**src/rtl/fwgpio_reg_initiator_if.sv**
```systemverilog
// Command/response streams and RV initiator bus
// of the fwgpio register-access initiator.
interface fwgpio_reg_initiator_if #(
  parameter int ADR_WIDTH = 4
);
  logic                 cmd_valid;
  logic                 cmd_ready;
  logic [ADR_WIDTH-1:0] cmd_adr;
  logic                 cmd_we;
  logic [31:0]          cmd_dat;
  logic                 rsp_valid;
  logic                 rsp_ready;
  logic [31:0]          rsp_dat;
  logic                 rsp_err;
  logic [ADR_WIDTH-1:0] ri_adr;
  logic [31:0]          ri_dat_w;
  logic [31:0]          ri_dat_r;
  logic                 ri_we;
  logic                 ri_valid;
  logic                 ri_ready;

  modport master (
    input  cmd_valid,
    input  cmd_adr,
    input  cmd_we,
    input  cmd_dat,
    input  rsp_ready,
    input  ri_dat_r,
    input  ri_ready,
    output cmd_ready,
    output rsp_valid,
    output rsp_dat,
    output rsp_err,
    output ri_adr,
    output ri_dat_w,
    output ri_we,
    output ri_valid
  );

  modport slave (
    output cmd_valid,
    output cmd_adr,
    output cmd_we,
    output cmd_dat,
    output rsp_ready,
    output ri_dat_r,
    output ri_ready,
    input  cmd_ready,
    input  rsp_valid,
    input  rsp_dat,
    input  rsp_err,
    input  ri_adr,
    input  ri_dat_w,
    input  ri_we,
    input  ri_valid
  );
endinterface

```
**src/rtl/fwgpio_reg_initiator.sv**
```systemverilog
// Queued register-access initiator: one bus access at a time,
// one response per access, bounded by a per-access timeout.
module fwgpio_reg_initiator #(
  parameter int ADR_WIDTH      = 4,
  parameter int CMD_DEPTH      = 4,
  parameter int TIMEOUT_CYCLES = 16
) (
  input  logic                   clock,
  input  logic                   reset,
  fwgpio_reg_initiator_if.master bus,
  output logic                   busy
);
  localparam int AW = $clog2(CMD_DEPTH);
  localparam int TW = $clog2(TIMEOUT_CYCLES);
  localparam logic [AW:0] FULL = (AW+1)'(CMD_DEPTH);
  localparam logic [TW-1:0] TMAX = TW'(TIMEOUT_CYCLES - 1);

  typedef struct packed {
    logic [ADR_WIDTH-1:0] adr;
    logic                 we;
    logic [31:0]          dat;
  } cmd_t;

  typedef enum logic [1:0] {
    IDLE,
    BUS,
    RSP
  } state_t;

  cmd_t          mem [CMD_DEPTH];
  cmd_t          head;
  logic [AW-1:0] wr_ptr;
  logic [AW-1:0] rd_ptr;
  logic [AW:0]   count;
  logic          push;
  logic          pop;
  state_t        state_q;
  state_t        state_d;
  logic [TW-1:0] tmo_q;
  logic          bus_ack;
  logic          bus_tmo;

  // Ready comes from the registered count only, so a full FIFO
  // refuses a push even when it pops on the same edge.
  assign bus.cmd_ready = (count != FULL);
  assign push = bus.cmd_valid && bus.cmd_ready;
  assign head = mem[rd_ptr];
  assign busy = (count != '0) || (state_q != IDLE);

  always_ff @(posedge clock) begin
    if (push) begin
      mem[wr_ptr] <= {bus.cmd_adr, bus.cmd_we, bus.cmd_dat};
    end
  end

  always_ff @(posedge clock or posedge reset) begin
    if (reset) begin
      wr_ptr <= '0;
      rd_ptr <= '0;
      count  <= '0;
    end else begin
      if (push) wr_ptr <= wr_ptr + 1'b1;
      if (pop) rd_ptr <= rd_ptr + 1'b1;
      count <= count + {{AW{1'b0}}, push}
                     - {{AW{1'b0}}, pop};
    end
  end

  always_ff @(posedge clock or posedge reset) begin
    if (reset) state_q <= IDLE;
    else       state_q <= state_d;
  end

  always_comb begin
    state_d = state_q;
    unique case (state_q)
      IDLE: if (count != '0) state_d = BUS;
      BUS:  if (bus_ack || bus_tmo) state_d = RSP;
      RSP:  if (bus.rsp_ready) state_d = IDLE;
      default: state_d = IDLE;
    endcase
  end

  always_comb begin
    pop     = 1'b0;
    bus_ack = 1'b0;
    bus_tmo = 1'b0;
    unique case (state_q)
      IDLE: pop = (count != '0);
      BUS: begin
        bus_ack = bus.ri_ready;
        bus_tmo = !bus.ri_ready && (tmo_q == TMAX);
      end
      default: ;
    endcase
  end

  always_ff @(posedge clock or posedge reset) begin
    if (reset) begin
      bus.ri_adr    <= '0;
      bus.ri_we     <= 1'b0;
      bus.ri_dat_w  <= '0;
      bus.ri_valid  <= 1'b0;
      bus.rsp_valid <= 1'b0;
      bus.rsp_dat   <= '0;
      bus.rsp_err   <= 1'b0;
      tmo_q         <= '0;
    end else begin
      if (pop) begin
        bus.ri_adr   <= head.adr;
        bus.ri_we    <= head.we;
        bus.ri_dat_w <= head.dat;
        bus.ri_valid <= 1'b1;
        tmo_q        <= '0;
      end else if (state_q == BUS) begin
        tmo_q <= tmo_q + 1'b1;
      end
      if (bus_ack || bus_tmo) begin
        bus.ri_valid  <= 1'b0;
        bus.rsp_valid <= 1'b1;
        bus.rsp_err   <= bus_tmo;
        bus.rsp_dat   <= (bus_ack && !bus.ri_we)
                         ? bus.ri_dat_r : 32'h0;
      end
      if (state_q == RSP && bus.rsp_ready) begin
        bus.rsp_valid <= 1'b0;
      end
    end
  end
endmodule

```
**src/flat_wrapper.sv**
```systemverilog
// flat-port wrapper written by rule: the top's interface ports become plain ports
module fwgpio_reg_initiator_flat 
#(
  parameter int ADR_WIDTH      = 4,
  parameter int CMD_DEPTH      = 4,
  parameter int TIMEOUT_CYCLES = 16
)
  (clock, reset, busy, bus_cmd_valid, bus_cmd_adr, bus_cmd_we, bus_cmd_dat, bus_rsp_ready, bus_ri_dat_r, bus_ri_ready, bus_cmd_ready, bus_rsp_valid, bus_rsp_dat, bus_rsp_err, bus_ri_adr, bus_ri_dat_w, bus_ri_we, bus_ri_valid);
  fwgpio_reg_initiator_if #(.ADR_WIDTH(ADR_WIDTH)) bus_i ();
  input  logic clock;
  input  logic reset;
  output logic busy;
  input wire logic [$bits(bus_i.cmd_valid)-1:0] bus_cmd_valid;
  input wire logic [$bits(bus_i.cmd_adr)-1:0] bus_cmd_adr;
  input wire logic [$bits(bus_i.cmd_we)-1:0] bus_cmd_we;
  input wire logic [$bits(bus_i.cmd_dat)-1:0] bus_cmd_dat;
  input wire logic [$bits(bus_i.rsp_ready)-1:0] bus_rsp_ready;
  input wire logic [$bits(bus_i.ri_dat_r)-1:0] bus_ri_dat_r;
  input wire logic [$bits(bus_i.ri_ready)-1:0] bus_ri_ready;
  output wire logic [$bits(bus_i.cmd_ready)-1:0] bus_cmd_ready;
  output wire logic [$bits(bus_i.rsp_valid)-1:0] bus_rsp_valid;
  output wire logic [$bits(bus_i.rsp_dat)-1:0] bus_rsp_dat;
  output wire logic [$bits(bus_i.rsp_err)-1:0] bus_rsp_err;
  output wire logic [$bits(bus_i.ri_adr)-1:0] bus_ri_adr;
  output wire logic [$bits(bus_i.ri_dat_w)-1:0] bus_ri_dat_w;
  output wire logic [$bits(bus_i.ri_we)-1:0] bus_ri_we;
  output wire logic [$bits(bus_i.ri_valid)-1:0] bus_ri_valid;
  assign bus_i.cmd_valid = bus_cmd_valid;
  assign bus_i.cmd_adr = bus_cmd_adr;
  assign bus_i.cmd_we = bus_cmd_we;
  assign bus_i.cmd_dat = bus_cmd_dat;
  assign bus_i.rsp_ready = bus_rsp_ready;
  assign bus_i.ri_dat_r = bus_ri_dat_r;
  assign bus_i.ri_ready = bus_ri_ready;
  assign bus_cmd_ready = bus_i.cmd_ready;
  assign bus_rsp_valid = bus_i.rsp_valid;
  assign bus_rsp_dat = bus_i.rsp_dat;
  assign bus_rsp_err = bus_i.rsp_err;
  assign bus_ri_adr = bus_i.ri_adr;
  assign bus_ri_dat_w = bus_i.ri_dat_w;
  assign bus_ri_we = bus_i.ri_we;
  assign bus_ri_valid = bus_i.ri_valid;
  fwgpio_reg_initiator #(.ADR_WIDTH(ADR_WIDTH), .CMD_DEPTH(CMD_DEPTH), .TIMEOUT_CYCLES(TIMEOUT_CYCLES)) u_core (.clock(clock), .reset(reset), .bus(bus_i), .busy(busy));
endmodule
```
**config.mk**
```make
export PLATFORM = sky130hd
export DESIGN_NAME = fwgpio_reg_initiator_flat
export DESIGN_NICKNAME = d
export VERILOG_FILES = /design/src/rtl/fwgpio_reg_initiator_if.sv /design/src/rtl/fwgpio_reg_initiator.sv /design/src/flat_wrapper.sv
export SDC_FILE = /design/constraint.sdc
export NUM_CORES = 1
export LEC_CHECK = 0
export CAP_MARGIN = 10
export CORE_UTILIZATION = 53
export CTS_CLUSTER_SIZE = 20
export DETAILED_ROUTE_END_ITERATION = 10
export PLACE_DENSITY = 0.84
export SYNTH_ARGS = -nofsm -noshare
export SYNTH_HDL_FRONTEND = slang
export SYNTH_SLANG_ARGS = --single-unit
```
**constraint.sdc**
```tcl
create_clock -name clock -period 3.1 [get_ports clock]
set_input_delay 0.31 -clock clock [delete_from_list [all_inputs] [get_ports clock]]
set_output_delay 0.31 -clock clock [all_outputs]
set_load 0.05 [all_outputs]
```
==> impl_metrics.yaml, run 1 <==
outcome:
  status: "complete, no violations"
pwr:
  power.leakage_nw: 4.12
  p_sw_mw: 4.71
  p_sw_frac: 0.361
  pwr-share-clk: 0.229
  irDropWorstVdd_uv: 726
  p_int_mw: 8.34
  combinationalPowerShare: 0.394
  pwr_density_cell_nw_per_um2: 1160
  sequentialPowerShare: 0.378
synthesis:
  synthArstFlopShare: 0.365
  synth-simple-area-share: 0.0146
  synth_compound_area_frac: 0.0432
  synth_area_um2: 8640
  yosys_register_bits: 233
  synthTopCellsByCount: "edfxtp_1, dfrtp_1, mux2_2, mux4_2, a22o_1"
  ys_warn_count: 0
  synth.area.top_cells: "edfxtp_1, dfrtp_1, mux4_2"
  synth-adder-area-share: 0.0125
  ys_seq_area_frac: 0.761
  synthMuxAreaShare: 0.147
  synthXorXnorAreaFrac: 0.00608
  synth_edf_count: 148
  syn_nets: 498
  synth_cells: 416
  synth_cell_types: 34
  yosysMostFrequentCell: "edfxtp_1"
  syn_area_per_cell_um2: 20.8
  synth_top_family_by_area: "multiplexers"
  synth_ff_type: "edfxtp_1"
  synth_top_cell_area_share: 0.515
  yosysTopAreaCell: "edfxtp_1"
setup_path:
  cp_num_buf_inv: 1
  path_class: "reg2out"
  cp-end-kind: "primary output"
  slowest_stage: "clkdlybuf4s50_1"
  crit_family: "buffers and inverters"
  cp_max_fo: 4
  cp-start-kind: "register"
  crit_chain: "nor3_2, nand2_1, clkdlybuf4s50_1"
  arrival_ns: 2.13
  crit_required_ns: 2.79
  slowest_delay_ns: 0.73
placement:
  gp_congestion: 0.744
  io_buffers: 147
  place_hpwl_um: 10400
cts:
  clockBufferDepth: 3
  insertion_delay_ns: 0.50
  cts_resized: 0
  cts_tree: "done"
  cts_hold_buf: 0
  post_cts_buffers: 0
  cts_inserted_buffers: 23
  cts.sinks: 233
  path_clk_slew_ns: 0.06
  cts_htree_levels: 1
  cts_root_buffer: "clkbuf_16"
grt:
  grt_pass1_vias: 4714
  antenna_found_initial: 1
  grt_pass1_wl_um: 26500
  grt_max_degree: 52
  grt.total_usage: 0.210
  grt_overflow_total: 0
sta:
  period_minus_slack_ns: 2.44
  drv_slew: 0
  rsz0062_at_grt: "false"
  fmax_ghz: 0.410
  setup_viol: 0
  hold_viol: 0
  slew_headroom: 0.349
  fin_setup_tns_ns: 0
  hold_ws_ns: 0.266
  period_share: 0.786
  clock_skew_ns: 0.0174
  tightestPinTransition_ns: 0.977
layout:
  layout-drive-gt1-share: 0.220
  syn2layout_area_growth_pct: 29.9
  nFillCells: 992
  nets: 662
floorplan:
  die_y_um: 130
  coreArea_um2: 15900
  io_pins: 148
  die-area_um2: 16800
  dieWidth_um: 130
  initial_core_util: 0.544
  rows: 46
routing:
  routed_wirelength_um: 17200
  via_count: 4495
  antenna_left: 0
  drc: 0
  first_pass_iters: 4
  post_drt_wl_per_cell_um: 21.2
  viasPerCell: 5.53
  drtIter0Drc: 310
hold_path:
  hp-class: "in2async"
flow_run:
  drv_cap: 0
-- worst paths after layout --
check / from / endpoint / slack, ns / cells after the start
setup / recovery: u_core.count[1] / busy / 0.66 / 3
hold / removal: reset / u_core.bus.rsp_dat[13] / 0.27 / 2
setup reg to reg: u_core.count[1] / u_core.mem[0][22] / 0.86 / 4
hold reg to reg: u_core.bus.ri_valid / u_core.bus.ri_valid / 0.49 / 1
max in group asynchronous: reset / u_core.bus.rsp_dat[16] / 2.17 / 3
min in group clock: bus_ri_dat_r[7] / u_core.bus.rsp_dat[7] / 0.43 / 2
-- power groups by stage --
stage / Sequential, mW / Combinational (mW) / Clock (mW)
finish: 4.93 / 5.14 / 2.99
global route: 5.03 / 5.43 / 3.16
CTS: 4.94 / 5.20 / 3.03
detailed placement: 4.98 / 5.14 / 0
global placement: 4.89 / 5.03 / 0
floorplan: 6.30 / 2.12 / 0
-- layout by cell type, fill, tap and decap left out, types with 3 or more instances in the layout --
| cell type | instances |
|---|---|
| a21oi_1 | 4 |
| buf_12 | 3 |
| clkbuf_1 | 4 |
| dfrtp_1 | 83 |
| clkdlybuf4s50_1 | 147 |
| mux4_2 | 37 |
| buf_4 | 7 |
| mux2_2 | 38 |
| edfxtp_1 | 148 |
| clkbuf_16 | 23 |
| xnor2_1 | 4 |
| inv_1 | 8 |
| nand2_1 | 6 |
| and2_2 | 4 |
| bufinv_16 | 6 |
| ha_1 | 7 |
| a22o_1 | 32 |
-- metrics by stage --
step / cells / instance area [um2] / utilization / setup WS, ns / total power, mW
after floorplan: 416 / 8640 / - / 0.597 / 8.43
after global placement: 771 / 10400 / 0.655 / 0.724 / 9.93
after detailed placement: 771 / 10400 / 0.655 / 0.674 / 10.1
after CTS: 812 / 11200 / 0.706 / 0.630 / 13.2
after global routing: 813 / 11200 / 0.706 / 0.527 / 13.6
final: 813 / 11200 / 0.706 / 0.663 / 13.1
-- cell families (layout without fill, tap and decap cells) --
kind of cell	Yosys count	in the layout
DFF	233	233
adders and majority gates	8	8
buffers and inverters	27	207
and+or+nand+nor	20	20
muxes	76	76
other	0	1
xor gates and xnor gates	6	6
AOI/OAI and AO/OA	46	46
-- metal layers --
layer | vias to the layer above | share of wire | track usage | wire length, um
met5 | - | 0 | 0 | 0
met1 | 2304 | 0.41 | 0.284 | 7060
met4 | 0 | 0.022 | 0.0636 | 380
met3 | 29 | 0.078 | 0.0438 | 1340
li1 | 1977 | - | - | -
met2 | 185 | 0.49 | 0.348 | 8430
-- worst reg2reg max path: stages, from the launching register on --
cell	delay (ns)
dfrtp_1	0.45
nor2_1	0.09
a21boi_1	0.50
and2_2	0.56
buf_4	0.32
-- sequential cells by signal, indices dropped and copies added (netlist names) --
name and flops:
u_core.bus.rsp_err 1, u_core.state_q 2, u_core.wr_ptr 2, u_core.tmo_q 4
u_core.bus.ri_valid 1, u_core.mem 148, u_core.rd_ptr 2, u_core.bus.ri_dat_w 32
u_core.bus.ri_adr 4, u_core.bus.rsp_valid 1, u_core.count 3, u_core.bus.rsp_dat 32
u_core.bus.ri_we 1
-- area by class of cell --
type,count,area (um2),share of cell area
antenna,1,2.50,0.000223
tap,216,270,0.0241
clock buffer,27,591,0.0526
sequential,233,6570,0.586
clock inverter,14,226,0.0202
multi-input combinational,156,1940,0.173
inverter,9,36.3,0.00323
timing repair buffer,157,1580,0.141
(Power assumes the default switching activity.)
==> run 2: changes to the inputs <==
- CORE_UTILIZATION: 53 -> 47
- PLACE_DENSITY: 0.84 -> 0.79
- clock period: 3.1 -> 2.1 ns (I/O delays scaled with it)
==> run 2 against run 1 <==
Effect of this change:
- non-clock buffer count increased by 8
- global-route usage decreased by 3.9 points
- combinational power grew 55%
- setup slack worse by 0.62 ns
- sequential power is 44% higher
- highest routed layer unchanged
==> impl_metrics.yaml, run 2 (same netlist as run 1, synthesis figures left out) <==
outcome:
  status: "complete, no violations"
floorplan:
  rows: 49
  dieWidth_um: 138
  die_y_um: 138
  coreArea_um2: 18000
  io_pins: 148
  die-area_um2: 18900
  initial_core_util: 0.481
cts:
  cts_inserted_buffers: 23
  cts_tree: "done"
  insertion_delay_ns: 0.49
  clockBufferDepth: 3
  cts.sinks: 233
  path_clk_slew_ns: 0.06
  cts_root_buffer: "clkbuf_16"
  cts_htree_levels: 1
layout:
  layout_commonest_cell: "edfxtp_1"
  regArea_um2: 6580
  top_register: "u_core.mem"
  nFillCells: 1226
  n_antenna_cell: 0
  final_cells: 833
  fin_util: 0.634
  nets: 670
  multi_input_area_um2: 1950
  top_regs: "u_core.mem (148), u_core.bus.ri_dat_w (32), u_core.bus.rsp_dat (32)"
  design_area_um2: 11400
  final_cell_mix: "edfxtp_1, clkdlybuf4s50_1, dfrtp_1"
  largest_register_ffs: 148
  syn2layout_area_growth_pct: 31.9
  layout-drive-gt1-share: 0.237
routing:
  drtIter0Drc: 221
  antenna_left: 0
  drc: 0
  via_count: 4470
  first_pass_iters: 4
  routed_wirelength_um: 16300
  post_drt_wl_per_cell_um: 19.5
  viasPerCell: 5.37
sta:
  tightestPinTransition_ns: 0.632
  period_minus_slack_ns: 2.06
  hold_viol: 0
  setup_viol: 0
  slew_headroom: 0.578
  drv_slew: 0
  hold_ws_ns: 0.106
  period_share: 0.981
  clock_skew_ns: 0.00868
  fmax_ghz: 0.485
  rsz0062_at_grt: "true"
setup_path:
  cp_max_fo: 4
  crit_start: "u_core.count[1]"
  crit_required_ns: 2.47
  arrival_ns: 2.43
  cp-end-kind: "register"
  slowest_stage: "dfrtp_2"
  path_class: "reg2reg"
  r2r-start: "u_core.count[1]"
  crit_chain: "nor3_4, nor3_4, ha_1, inv_1, ha_1, inv_1, fa_2, xnor2_2, xnor2_1"
  slowest_delay_ns: 0.44
  cp-start-kind: "register"
grt:
  grt.total_usage: 0.172
  grt_pass1_wl_um: 24400
  antenna_found_initial: 0
  grt_pass1_vias: 4681
  grt_overflow_total: 0
  grt_max_degree: 49
placement:
  post_dp_cell_area_um2: 10600
  place_hpwl_um: 10500
  gp_congestion: 0.759
  dp.cells: 790
  io_buffers: 147
pwr:
  irDropWorstVdd_uv: 1290
  power.leakage_nw: 4.19
  pwr_density_cell_nw_per_um2: 1700
flow_run:
  drv_cap: 0
hold_path:
  hp-class: "in2async"
[run 2: cell type report]
type / count / area share
clock inverter: 11 / 0.0159
sequential: 233 / 0.577
multi-input combinational: 156 / 0.171
inverter: 9 / 0.00329
tap: 229 / 0.0251
clock buffer: 30 / 0.0556
timing repair buffer: 165 / 0.151
[run 2: worst max-delay path, delay by kind of cell, from the launching register on]
family        cells  cell delay, ns
flops             1            0.44
fa+ha+maj         3            0.78
simple gates      2            0.32
xor+xnor          2            0.27
buf+inv           2            0.12
[run 2: timing repair]
item,4_1_cts,5_1_grt
endpoints found under the hold margin,0,0
buffers inserted,0,2
pin swaps,0,3
hold buffers,0,0
gates resized for setup,2,3
setup endpoints to repair,2,2
gates cloned,0,0
[run 2: per-layer routing]
layer  wire (um)  global-route usage  share of wire
met1        6520               0.212           0.40
met3        1240              0.0357          0.076
met5           0                   0              0
met2        8290               0.309           0.51
met4         218              0.0397          0.013
[run 2: worst paths after layout]
path                                           to  slack [ns]  depth (start not counted)
setup reg to reg                  u_core.count[2]        0.04                          9
hold reg to reg               u_core.bus.ri_valid        0.50                          1
max in group asynchronous  u_core.bus.rsp_dat[24]        1.35                          3
min in group clock          u_core.bus.rsp_dat[5]        0.33                          2
setup / recovery                  u_core.count[2]        0.04                          9
hold / removal             u_core.bus.rsp_dat[27]        0.11                          2
[run 2: through the flow]
step / worst slack, ns / power (mW) / TNS, ns
after global placement: 0.126 / 14.9 / 0
after floorplan: -0.0203 / 12.5 / -0.0203
final: 0.0393 / 19.4 / 0
after detailed placement: 0.0473 / 15.2 / 0
after CTS: 0.0254 / 19.6 / 0
after global routing: -0.0575 / 20.3 / -0.0575
[run 2: report_power, final]
part           internal (mW)  switching [mW]
clock                   2.73            1.59
combinational           3.39            4.58
sequential              6.37           0.722
total                   12.5            6.89
